==> src/rtl/stb_gen_pkg.sv <==
// stb_gen_pkg: shared mode encoding for the strobe generator.
package stb_gen_pkg;
    typedef enum logic {
        MODE_GEN   = 1'b0,
        MODE_LEARN = 1'b1
    } mode_e;
endpackage

==> src/rtl/sync_edge_det.sv <==
// sync_edge_det: multi-flop synchroniser followed by a registered rising-edge detector.
module sync_edge_det #(
    parameter int STAGES = 2
) (
    input  logic clk_i,
    input  logic arst_i,
    input  logic sig_i,
    output logic edge_o
);
    logic [STAGES-1:0] sync;
    logic              sync_d;
    always_ff @(posedge clk_i) begin
        if (arst_i) begin
            sync   <= '0;
            sync_d <= 1'b0;
            edge_o <= 1'b0;
        end else begin
            sync   <= {sync[STAGES-2:0], sig_i};
            sync_d <= sync[STAGES-1];
            edge_o <= sync[STAGES-1] & ~sync_d;
        end
    end
endmodule

==> src/rtl/stb_gen.sv <==
// stb_gen: learns the period of sig_i, then flywheels a phase counter and
// emits stb_o LEAD cycles ahead of each predicted edge; err_o flags bad timing.
module stb_gen
    import stb_gen_pkg::*;
#(
    parameter int CNT_W       = 16,
    parameter int SYNC_STAGES = 2,
    parameter int LEAD        = 4,
    parameter int TOL         = 2
) (
    input  logic clk_i,
    input  logic arst_i,
    input  logic sig_i,
    input  logic freq_det_i,
    input  logic oe_i,
    output logic stb_o,
    output logic err_o
);
    localparam int W = CNT_W + 2;
    mode_e            mode;
    logic             sig_edge;
    logic [CNT_W-1:0] cnt;
    logic [CNT_W-1:0] period_q;
    logic             valid;
    logic             seen_edge;
    logic [W-1:0]     meas;
    logic [W-1:0]     per_w;
    logic             gen;
    logic             cnt_max;
    logic             in_win;
    logic             late;
    logic             short_per;
    logic             stb_cond;
    logic             err_set;

    sync_edge_det #(.STAGES(SYNC_STAGES)) u_sync (
        .clk_i  (clk_i),
        .arst_i (arst_i),
        .sig_i  (sig_i),
        .edge_o (sig_edge)
    );

    // Compare in a wider domain so period_q +/- TOL never wraps.
    always_comb begin
        mode      = mode_e'(freq_det_i);
        gen       = mode == MODE_GEN;
        meas      = W'(cnt) + W'(1);
        per_w     = W'(period_q);
        cnt_max   = &cnt;
        in_win    = (meas + W'(TOL) >= per_w) && (meas <= per_w + W'(TOL));
        late      = gen && valid && !sig_edge && (meas > per_w + W'(TOL));
        short_per = per_w < W'(LEAD + 2);
        stb_cond  = gen && valid && !short_per && (per_w == W'(cnt) + W'(LEAD + 1));
        err_set   = gen && (!valid || short_per || late || (sig_edge && !in_win));
    end

    always_ff @(posedge clk_i) begin
        if (arst_i) begin
            cnt       <= '0;
            period_q  <= '0;
            valid     <= 1'b0;
            seen_edge <= 1'b0;
            stb_o     <= 1'b0;
            err_o     <= 1'b0;
        end else begin
            cnt   <= (sig_edge || late) ? '0 : cnt_max ? cnt : cnt + 1'b1;
            stb_o <= stb_cond && oe_i;
            err_o <= gen ? (err_o | err_set) : 1'b0;
            if (gen) begin
                seen_edge <= 1'b0;
            end else begin
                if (sig_edge)
                    seen_edge <= 1'b1;
                if (sig_edge && seen_edge)
                    period_q <= cnt + 1'b1;
                if (cnt_max)
                    valid <= 1'b0;
                else if (sig_edge && seen_edge)
                    valid <= 1'b1;
            end
        end
    end
endmodule

==> config.mk <==
export PLATFORM = sky130hd
export DESIGN_NAME = stb_gen
export DESIGN_NICKNAME = d
export VERILOG_FILES = /design/src/rtl/stb_gen_pkg.sv /design/src/rtl/sync_edge_det.sv /design/src/rtl/stb_gen.sv
export SDC_FILE = /design/constraint.sdc
export NUM_CORES = 1
export LEC_CHECK = 0
export CAP_MARGIN = 20
export CORE_MARGIN = 1.5
export CORE_UTILIZATION = 25
export DETAILED_ROUTE_END_ITERATION = 10
export DONT_BUFFER_PORTS = 1
export HOLD_SLACK_MARGIN = 0.12
export PLACE_DENSITY = 0.43
export SETUP_SLACK_MARGIN = 0.2
export SLEW_MARGIN = 15
export SYNTH_ARGS = -nofsm -noshare
export SYNTH_HDL_FRONTEND = slang
export SYNTH_SLANG_ARGS = --single-unit
==> constraint.sdc <==
create_clock -name clk_i -period 7.5 [get_ports clk_i]
set_input_delay 1.125 -clock clk_i [delete_from_list [all_inputs] [get_ports clk_i]]
set_output_delay 1.125 -clock clk_i [all_outputs]
set_load 0.005 [all_outputs]
Word level (Yosys, flattened, before mapping)
Index checks and enable logic that the tools add are counted.
{"block": "totals", "input_bits": 5, "register_bits": 40, "wordCells": 50}
{"block": "classes", "bitwise": 4, "addsub": 5, "n_lt_le_gt_ge": 4, "mux": 2, "n_reduce_logical": 25, "eq_ne": 1}
{"op": "adder 17 x 2 -> 18 bit, second input constant", "n": 1}
{"op": "greater-or-equal comparator 18 x 16 -> 1 bit", "n": 1}
{"op": "<= comparator 17 x 18 -> 1 bit", "n": 1}
{"op": "adder 16 x 1 -> 17 bit, second input constant", "n": 1}
{"op": "adder 16 x 2 -> 17 bit, second input constant", "n": 1}
{"op": "adder 16 x 3 -> 17 bit, second input constant", "n": 1}
{"op": "== test 16 x 17 -> 1 bit", "n": 1}
{"op": "greater-than comparator 17 bit", "n": 1}
{"op": "adder 16 x 1 -> 16 bit, second input constant", "n": 1}
{"op": "less-than comparator 16 x 3 -> 1 bit, second input constant", "n": 1}
{"op": "AND reduction 16 bit", "n": 1}
{"op": "logical AND 1 bit", "n": 10}
{"op": "OR reduction 2 bit", "n": 3}
{"op": "logical NOT 1 bit", "n": 4}
{"op": "logical OR 1 bit", "n": 4}
{"op": "AND reduction 2 bit", "n": 2}
{"op": "two-way mux 1 bit", "n": 2}
{"op": "inverter 1 bit", "n": 2}
{"op": "nonzero test 2 bit", "n": 1}
{"op": "bitwise AND 1 bit", "n": 1}
{"op": "OR 1 bit", "n": 1}

Depth between registers and ports, before layout
Gate-level depths: netlist of the first run.
{"block": "depth", "word_depth": 9, "depth_mapped": 15, "ltp_nobuf": 14}

Modules after synthesis
A second synthesis of the first run with hierarchy kept.
{"block": "hier_totals", "cells_unflattened": 434, "hier_area_um2": 3428.3}
{"module": "stb_gen", "instances": 1, "cells_each": 426, "seq_area_each_um2": 720.7, "area_per_inst_um2": 3316.9}
{"module": "sync_edge_det", "instances": 1, "cells_each": 8, "seq_area_each_um2": 80.1, "area_per_inst_um2": 111.4}

Worst setup path after synthesis of the first run
Ideal clock, no wire load.
{"block": "synth_timing", "kind": "reg2reg", "start": "register cnt[0]", "end": "register cnt[10]", "arrival_time_ns": 3.140, "setup_ns": 0.070, "t_required_ns": 7.430, "setup_slack_ns": 4.290, "path_buffers": 2, "stages_incl_launch_ff": 16, "path_cell_list": "dfxtp_1 ha_1 buf_2 nand3_2 nand2b_1 nor3_1 xnor2_1 inv_1 ha_1 nand4_1 or4_1 mux2_2 o31ai_1 o21ai_1 buf_2 a21oi_1"}
{"block": "synth_via", "elab_chain_cells": 5}
{"item": "from (decl)", "line": "stb_gen.sv:22", "source": "logic [CNT_W-1:0] cnt;"}
{"item": "from (signal assigned)", "line": "stb_gen.sv:66", "source": "cnt <= (sig_edge || late) ? '0 : cnt_max ? cnt : cnt + 1'b1;"}
{"item": "adder 16 x 1 -> 17 bit", "line": "stb_gen.sv:47", "source": "meas = W'(cnt) + W'(1);"}
{"item": "named net meas[8]", "line": "stb_gen.sv:26", "source": "logic [W-1:0] meas;"}
{"item": "greater-than comparator 17 bit", "line": "stb_gen.sv:51", "source": "late = gen && valid && !sig_edge && (meas > per_w + W'(TOL));"}
{"item": "logical AND 1 bit", "line": "stb_gen.sv:51"}
{"item": "logical OR 1 bit", "line": "stb_gen.sv:66"}
{"item": "OR reduction 2 bit (no line)"}
The timed path passes the listed nets, and every way through them passes these cells.
A chain may end at the register's enable or synchronous reset.

Worst setup path in the final report of the first run
{"block": "layout_timing", "start": "register cnt[0]", "end": "register cnt[3]"}
Same word-level chain as after synthesis.

==> results of run 1 <==
## stage by stage
step | setup slack [ns] | power, mW | instance area, um^2 | util, %
floorplan | 4.29 | 0.258 | 3600 | -
global placement | 3.56 | 0.267 | 3720 | 26.6
detailed placement | 3.54 | 0.267 | 3720 | 26.6
CTS | 3.49 | 0.481 | 3860 | 27.6
global route | 3.16 | 0.495 | 3860 | 27.6
finish | 3.48 | 0.474 | 3860 | 27.6
## layout by cell type (no fill, tap or decap), drive strengths merged, types with 4 or more instances in the layout
cell type and instances:
o211ai 6, o21ai 10, nand4 17, nor4b 5
a21oi 32, clkbuf 5, nor3 15, a21o 4
xnor2 48, a211oi 17, nand2b 6, buf 4
nand3 21, and4 5, xor2 10, dfxtp 40
and3 4, mux2i 4, inv 35, nor4 9
ha 35, nor2b 7, nor2 34, nand2 28
## cells in the mapped netlist (4+ instances only)
cell type	count	area [um^2]
sky130_fd_sc_hd__a211oi_1	17	128
sky130_fd_sc_hd__mux2i_1	4	40.0
sky130_fd_sc_hd__nor3_1	15	75.1
sky130_fd_sc_hd__a21o_1	4	30.0
sky130_fd_sc_hd__nand2_1	28	105
sky130_fd_sc_hd__o211ai_1	5	37.5
sky130_fd_sc_hd__a21oi_1	32	160
sky130_fd_sc_hd__inv_1	35	131
sky130_fd_sc_hd__dfxtp_1	40	801
sky130_fd_sc_hd__nand4_1	16	100
sky130_fd_sc_hd__nand3_1	20	100
sky130_fd_sc_hd__xor2_1	10	87.6
sky130_fd_sc_hd__clkbuf_1	14	52.6
sky130_fd_sc_hd__ha_1	35	438
sky130_fd_sc_hd__nor4_1	6	37.5
sky130_fd_sc_hd__nor2b_1	7	43.8
sky130_fd_sc_hd__and3_1	4	25.0
sky130_fd_sc_hd__o21ai_0	9	45.0
sky130_fd_sc_hd__buf_2	9	45.0
sky130_fd_sc_hd__nor2_1	34	128
sky130_fd_sc_hd__xnor2_1	48	420
sky130_fd_sc_hd__nand2b_1	6	37.5
## worst max-delay path, cell delays in order, from the launching register on
cell,delay [ns]
sky130_fd_sc_hd__dfxtp_1,0.55
sky130_fd_sc_hd__ha_1,0.44
sky130_fd_sc_hd__nand3_2,0.22
sky130_fd_sc_hd__nand2b_1,0.32
sky130_fd_sc_hd__nor3_1,0.22
sky130_fd_sc_hd__xnor2_1,0.22
sky130_fd_sc_hd__inv_1,0.11
sky130_fd_sc_hd__ha_1,0.33
sky130_fd_sc_hd__nand4_1,0.13
sky130_fd_sc_hd__or4_1,0.56
sky130_fd_sc_hd__mux2_2,0.28
sky130_fd_sc_hd__o31ai_1,0.08
sky130_fd_sc_hd__o21ai_1,0.11
sky130_fd_sc_hd__buf_4,0.22
sky130_fd_sc_hd__a21oi_1,0.15
## cell type report
| cell class | instances | area [um^2] | area share [%] |
|---|---|---|---|
| clock buffers | 5 | 125 | 3.24 |
| flip-flops and latches | 40 | 801 | 20.8 |
| repair buffers | 4 | 30.0 | 0.778 |
| inverters | 35 | 131 | 3.40 |
| well taps | 180 | 225 | 5.84 |
| multi-input cells | 353 | 2530 | 65.7 |
| clock inverters | 2 | 12.5 | 0.324 |
## flip-flops by register name (all words and copies together) (netlist names)
name	cells
u_sync.sync_d	1
seen_edge	1
err_o	1
stb_o	1
u_sync.edge_o	1
period_q	16
valid	1
cnt	16
u_sync.sync	2
## cell families after synthesis
group | count (synthesis)
muxes | 6
AOI/OAI and AO/OA | 90
and+or+nand+nor | 164
xor gates and xnor gates | 58
adders and majority gates | 35
DFF | 40
buffers and inverters | 63
## routing by layer
layer	GRT usage, %	up-vias	wire length [um]
met5	0	-	0
met4	4.09	0	104
met3	1.94	6	543
met2	24.7	62	4910
met1	21.0	1426	5050
li1	-	1588	-
## path summary, 6_finish.rpt
check,from,cells past startpoint,to,slack (ns)
min reg2reg,u_sync.sync_d$_SDFF_PP0_,1,u_sync.edge_o$_SDFF_PP0_,0.38
min,u_sync.sync_d$_SDFF_PP0_,1,u_sync.edge_o$_SDFF_PP0_,0.38
max reg2reg,cnt[0]$_SDFFE_PP0N_,14,cnt[3]$_SDFFE_PP0N_,3.48
max,cnt[0]$_SDFFE_PP0N_,14,cnt[3]$_SDFFE_PP0N_,3.48
## power by group
group / switching [mW] / internal [mW] / total (mW)
logic: 0.0233 / 0.0179 / 0.0412
registers: 0.00506 / 0.215 / 0.220
clock network: 0.0913 / 0.121 / 0.212
==> results.txt, run 1 <==
----------------------------------------------------
[Outcome]
  Run status ... completed

[Floorplan]
  Starting density of the core ... about a quarter
  Chip height ... 123 um
  Placement row count ... 43
  Area of the die ... 15100 um^2
  Num ports ... 7
  Std-Cell Core Area ... 14000 um^2
  Chip Width ... 123 um

[Layout]
  Filler cell count in the final layout ... 1517
  Number of antenna cells inserted ... 0
  Post-route non-filler standard cell count ... just over 600
  Layout cells sized above 1 ... under 10%
  Post-layout nets ... 479
  Layout Area Growth over Synthesis ... 7.12%

[Place]
  Placer congestion estimate ... approximately 0.8
  Number of buffers added on ports ... 0
  HPWL after detailed placement ... 8.14 mm
  Cell count after placement ... 612

[Yosys]
  EDFF count, synth ... 0
  Most frequently used flop master after synthesis ... sky130_fd_sc_hd__dfxtp_1
  Synthesized-area fraction occupied by adder cells ... 12.2%
  Share of synthesized cell area in and, or, nand and nor gates ... 25.4%
  Multiplexer share of the synthesized area ... between 1.5 and 2%
  Number of synthesized register bits ... 40
  Dominant combinational cell family by area after synthesis ... simple AND/OR/NAND/NOR gates
  Post-synthesis share of cell area spent on xor and xnor gates ... 14.1%
  Cell Area, Synth ... 3600 um^2
  Gate Count Post-Synth ... 456
  Compound-cell area share of the yosys netlist ... around 17%
  Sequential fraction of the synthesis area ... 22.2%
  Mapped Nets ... roughly 500
  Mean instance size in the synthesized netlist ... between 7 and 8 um^2
  Syn. warnings ... 0
  Synth async-reset ratio ... 0%
  Distinct cell type count after synthesis ... 56

[Global route]
  Number of global-route vias before repair ... 3068
  Initial antenna violation count ... 0
  Final global-route overflow total ... 0
  Wire length of the first global-routing pass ... ~17 mm
  Global router's overall resource usage ... 15.1%
  Maximum number of pins on one net before global-route repair ... 30

[Clocking]
  Number of H-tree branching levels ... 2
  Setup repair bufs after CTS ... 0
  Clock transition at path regs ... about 0.070 ns
  Clock Path Buffers ... 2
  CTS sink count ... 40
  CTS tree ... yes
  Clock latency of the later-clocked register in the worst-skew pair ... about 0.29 ns
  Number of buffers created by CTS ... 5
  Library cell used as clock root buffer ... sky130_fd_sc_hd__clkbuf_16
  Resized cells post-CTS ... 0
  CTS Hold Buffers Added ... 0

[Timing]
  Setup clock skew after layout ... 0.00930 ns
  Setup Viol. Count Final ... 0
  Setup Total Neg Slack ... 0 ns
  RSZ-0062 raised after global routing ... false
  Max-slew headroom at the worst pin ... 51.5%
  Crit path time final ... 4.02 ns
  Slew at the pin with the worst max-slew slack ... 0.724 ns
  Final hold vios ... 0
  Top achievable clock speed ... 249 MHz
  Worst Hold Margin ... 0.375 ns
  Max-slew violations ... 0
  Share of the cycle needed by the critical path after routing ... between 50% and 60%

[Critical path]
  Crit. End Element ... register
  Critical path launch point type ... register
  Data arrival time of the critical path ... roughly 4.2 ns
  Worst Path Required ... around 7.7 ns
  Critical path peak fanout ... 16
  Critical path start-end classification ... reg -> reg

[Detailed routing]
  Number of detailed-route iterations in the first pass ... 4
  Iteration-0 DRC count of the detailed router ... about 190
  Remaining antenna violation count after routing ... 0
  Post-DR wirelength/cell ... 17.2 um
  Via count of the routed design ... 3082
  Number of design rule violations left after detail routing ... 0
  Final wirelength ... 10.6 mm
  Via-per-instance ratio ... 4.98

[Pwr]
  Leakage power ... ~1.4 nW
  Pwr/cell area ... about 120 nW/um^2
  Worst supply voltage drop on vdd ... 68.9 uV

[Flow run]
  Count of max-cap constraint violations ... 0

[Hold path]
  Type of the tightest min-delay check ... reg -> reg

----------------------------------------------------
Power figures use the tool's default switching activity.
==> inputs of run 2 (changes only) <==
clock period = 4 ns   (was 7.5 ns; I/O delays follow)
==> run 2 against run 1 <==
  * Die area stayed put
  * Sequential share of layout area is 0.57 points lower
  * Final cell count is 1.8% higher
  * Sequential cell count stayed put
  * Clock skew is 0.0028 ns lower
  * Core utilization is 0.87 points higher
  * Critical path depth stayed put
==> results.txt, run 2 (synthesis results as in run 1) <==
----------------------------------------------------
[Outcome]
  Run status ... completed

[Floorplan]
  Chip Width ... 123 um
  Starting density of the core ... 25.8%
  Num ports ... 7
  Placement row count ... 43
  Chip height ... 123 um
  Area of the die ... 15100 um^2
  Std-Cell Core Area ... 14000 um^2

[Timing]
  Final hold vios ... 0
  Crit path time final ... about 3.5 ns
  Setup Total Neg Slack ... 0 ns
  Worst Hold Margin ... 0.374 ns
  Min setup slack post-route ... around 0.47 ns
  Share of the cycle needed by the critical path after routing ... 88.1%
  RSZ-0062 raised after global routing ... false
  Max-slew headroom at the worst pin ... 50.6%
  Slew at the pin with the worst max-slew slack ... 0.736 ns
  Max-slew violations ... 0
  Setup clock skew after layout ... about 0.0065 ns
  Setup Viol. Count Final ... 0
  Top achievable clock speed ... 284 MHz

[Detailed routing]
  Post-DR wirelength/cell ... 16.4 um
  Number of design rule violations left after detail routing ... 0
  Via-per-instance ratio ... about 5
  Via count of the routed design ... 3200
  Remaining antenna violation count after routing ... 0
  Iteration-0 DRC count of the detailed router ... 168
  Final wirelength ... 10.4 mm
  Number of detailed-route iterations in the first pass ... 5

[Global route]
  Met3 Use GR ... under 10%
  Number of global-route vias before repair ... a little over 3000
  Final global-route overflow total ... 0
  Global router's overall resource usage ... 14.6%
  Most used routing layer ... met2
  Maximum number of pins on one net before global-route repair ... 26
  Initial antenna violation count ... 0
  Routing usage on met2 ... 23.1%
  Wire length of the first global-routing pass ... between 15 and 20 mm
  Met1 demand-to-capacity share in global routing ... 21.3%

[Critical path]
  Cells along the critical path ... ha_1, nand3_2, nand2b_1, nor3_1, xnor2_1, inv_1, ha_1, nand4_1, or4_1, mux2_2, o31ai_1, o21ai_1, buf_4, a21oi_1
  Critical path start-end classification ... reg -> reg
  Crit Reg-Reg Startpoint ... cnt[1]$_SDFFE_PP0N_
  First element of the critical path ... cnt[1]$_SDFFE_PP0N_
  Critical path launch point type ... register
  Slowest-stage cell, CP ... sky130_fd_sc_hd__or4_1
  Critical path peak fanout ... 16
  Data arrival time of the critical path ... 3.74 ns
  Crit. End Element ... register
  Sum of buffers and inverters on the critical path ... 2
  Top cell family by delay on the critical path ... simple AND/OR/NAND/NOR gates
  Critical Path Most Common Cell ... sky130_fd_sc_hd__ha_1
  Worst Path Required ... 4.21 ns
  Critical path's largest stage delay ... 0.53 ns

[Place]
  HPWL after detailed placement ... 8.10 mm
  Placer congestion estimate ... 0.888
  Worst setup timing slack at the placement stage ... 0.148 ns
  Cell count after placement ... 622
  Number of buffers added on ports ... 0

[Clocking]
  Clock transition at path regs ... 0.06 ns
  CTS sink count ... 40
  Library cell used as clock root buffer ... sky130_fd_sc_hd__clkbuf_16
  Number of buffers created by CTS ... 5
  Setup repair bufs after CTS ... 0
  Clock Path Buffers ... 2
  Clock latency of the later-clocked register in the worst-skew pair ... ~0.29 ns
  CTS tree ... yes
  Number of H-tree branching levels ... 2

[Hold path]
  Beginning of the worst hold path ... arst_i
  Type of the tightest min-delay check ... in -> reg

[Layout]
  Number of antenna cells inserted ... 0
  Layout Area Growth over Synthesis ... 10.5%
  Largest registers in the final layout ... cnt x16, period_q x16, u_sync.sync x2
  Post-layout nets ... 489
  Layout cells sized above 1 ... a little under a tenth
  Most frequent cells in the layout ... sky130_fd_sc_hd__xnor2_1 (48), sky130_fd_sc_hd__dfxtp_1 (38), sky130_fd_sc_hd__inv_1 (35), sky130_fd_sc_hd__ha_1 (35), sky130_fd_sc_hd__nor2_1 (34)
  Most common cell after layout, fill and taps aside ... sky130_fd_sc_hd__xnor2_1
  Post-route non-filler standard cell count ... between 600 and 700

[Pwr]
  Pwr/cell area ... roughly 240 nW/um^2
  Post-route total power ... 957 uW
  Worst supply voltage drop on vdd ... between 100 and 150 uV
  Leakage power ... roughly 1.5 nW

[Flow run]
  Count of max-cap constraint violations ... 0

----------------------------------------------------
run 2: stage by stage:
step,utilization [%],instance area [um^2]
6_report,28.5,3980
5_1_grt,28.5,3980
4_1_cts,28.4,3970
3_5_place_dp,27.2,3800
3_3_place_gp,27.1,3790
2_1_floorplan,-,3600
run 2: area by class of cell:
type / count / area (um^2)
repair buffers: 14 / 113
flip-flops and latches: 40 / 803
inverters: 35 / 131
multi-input cells: 353 / 2540
clock buffers: 6 / 129
well taps: 180 / 225
clock inverters: 2 / 35.0
fillers: 1522 / 10000
run 2: routing by layer:
| layer | vias to the layer above | part of all wire [%] |
|---|---|---|
| met3 | 7 | 3.7 |
| met4 | 0 | 0.75 |
| met5 | - | 0 |
| met1 | 1528 | 52 |
| li1 | 1608 | - |
| met2 | 57 | 44 |
run 2: path summary, 6_finish.rpt:
check | end | slack, ns | depth (start not counted)
worst max register to register | cnt[15]$_SDFFE_PP0N_ | 0.47 | 14
worst max-delay path | cnt[15]$_SDFFE_PP0N_ | 0.47 | 14
worst min register to register | u_sync.edge_o$_SDFF_PP0_ | 0.40 | 1
worst min-delay path | u_sync.sync[0]$_SDFF_PP0_ | 0.37 | 1
run 2: where the power goes:
part           total, mW  leakage, nW  switching (mW)  internal [mW]
sequential         0.411        0.324         0.00713          0.404
clock              0.463       0.0808           0.169          0.294
combinational     0.0831         1.08          0.0461         0.0370
total              0.957         1.48           0.222          0.734
run 2: timing repair:
item / 4_1_cts / 5_1_grt
hold buffers: 0 / 0
pin swaps: 0 / 0
resized for setup: 1 / 4
endpoints found under the setup margin: 1 / 17
run 2: worst register-to-register path: cells and delay by family (launching register included):
kind / cells / cell delay [ns]
compound gates: 3 / 0.33
xor+xnor: 1 / 0.20
fa+ha+maj: 2 / 0.55
buf+inv: 2 / 0.32
flops: 1 / 0.41
mux: 1 / 0.28
simple gates: 5 / 1.38
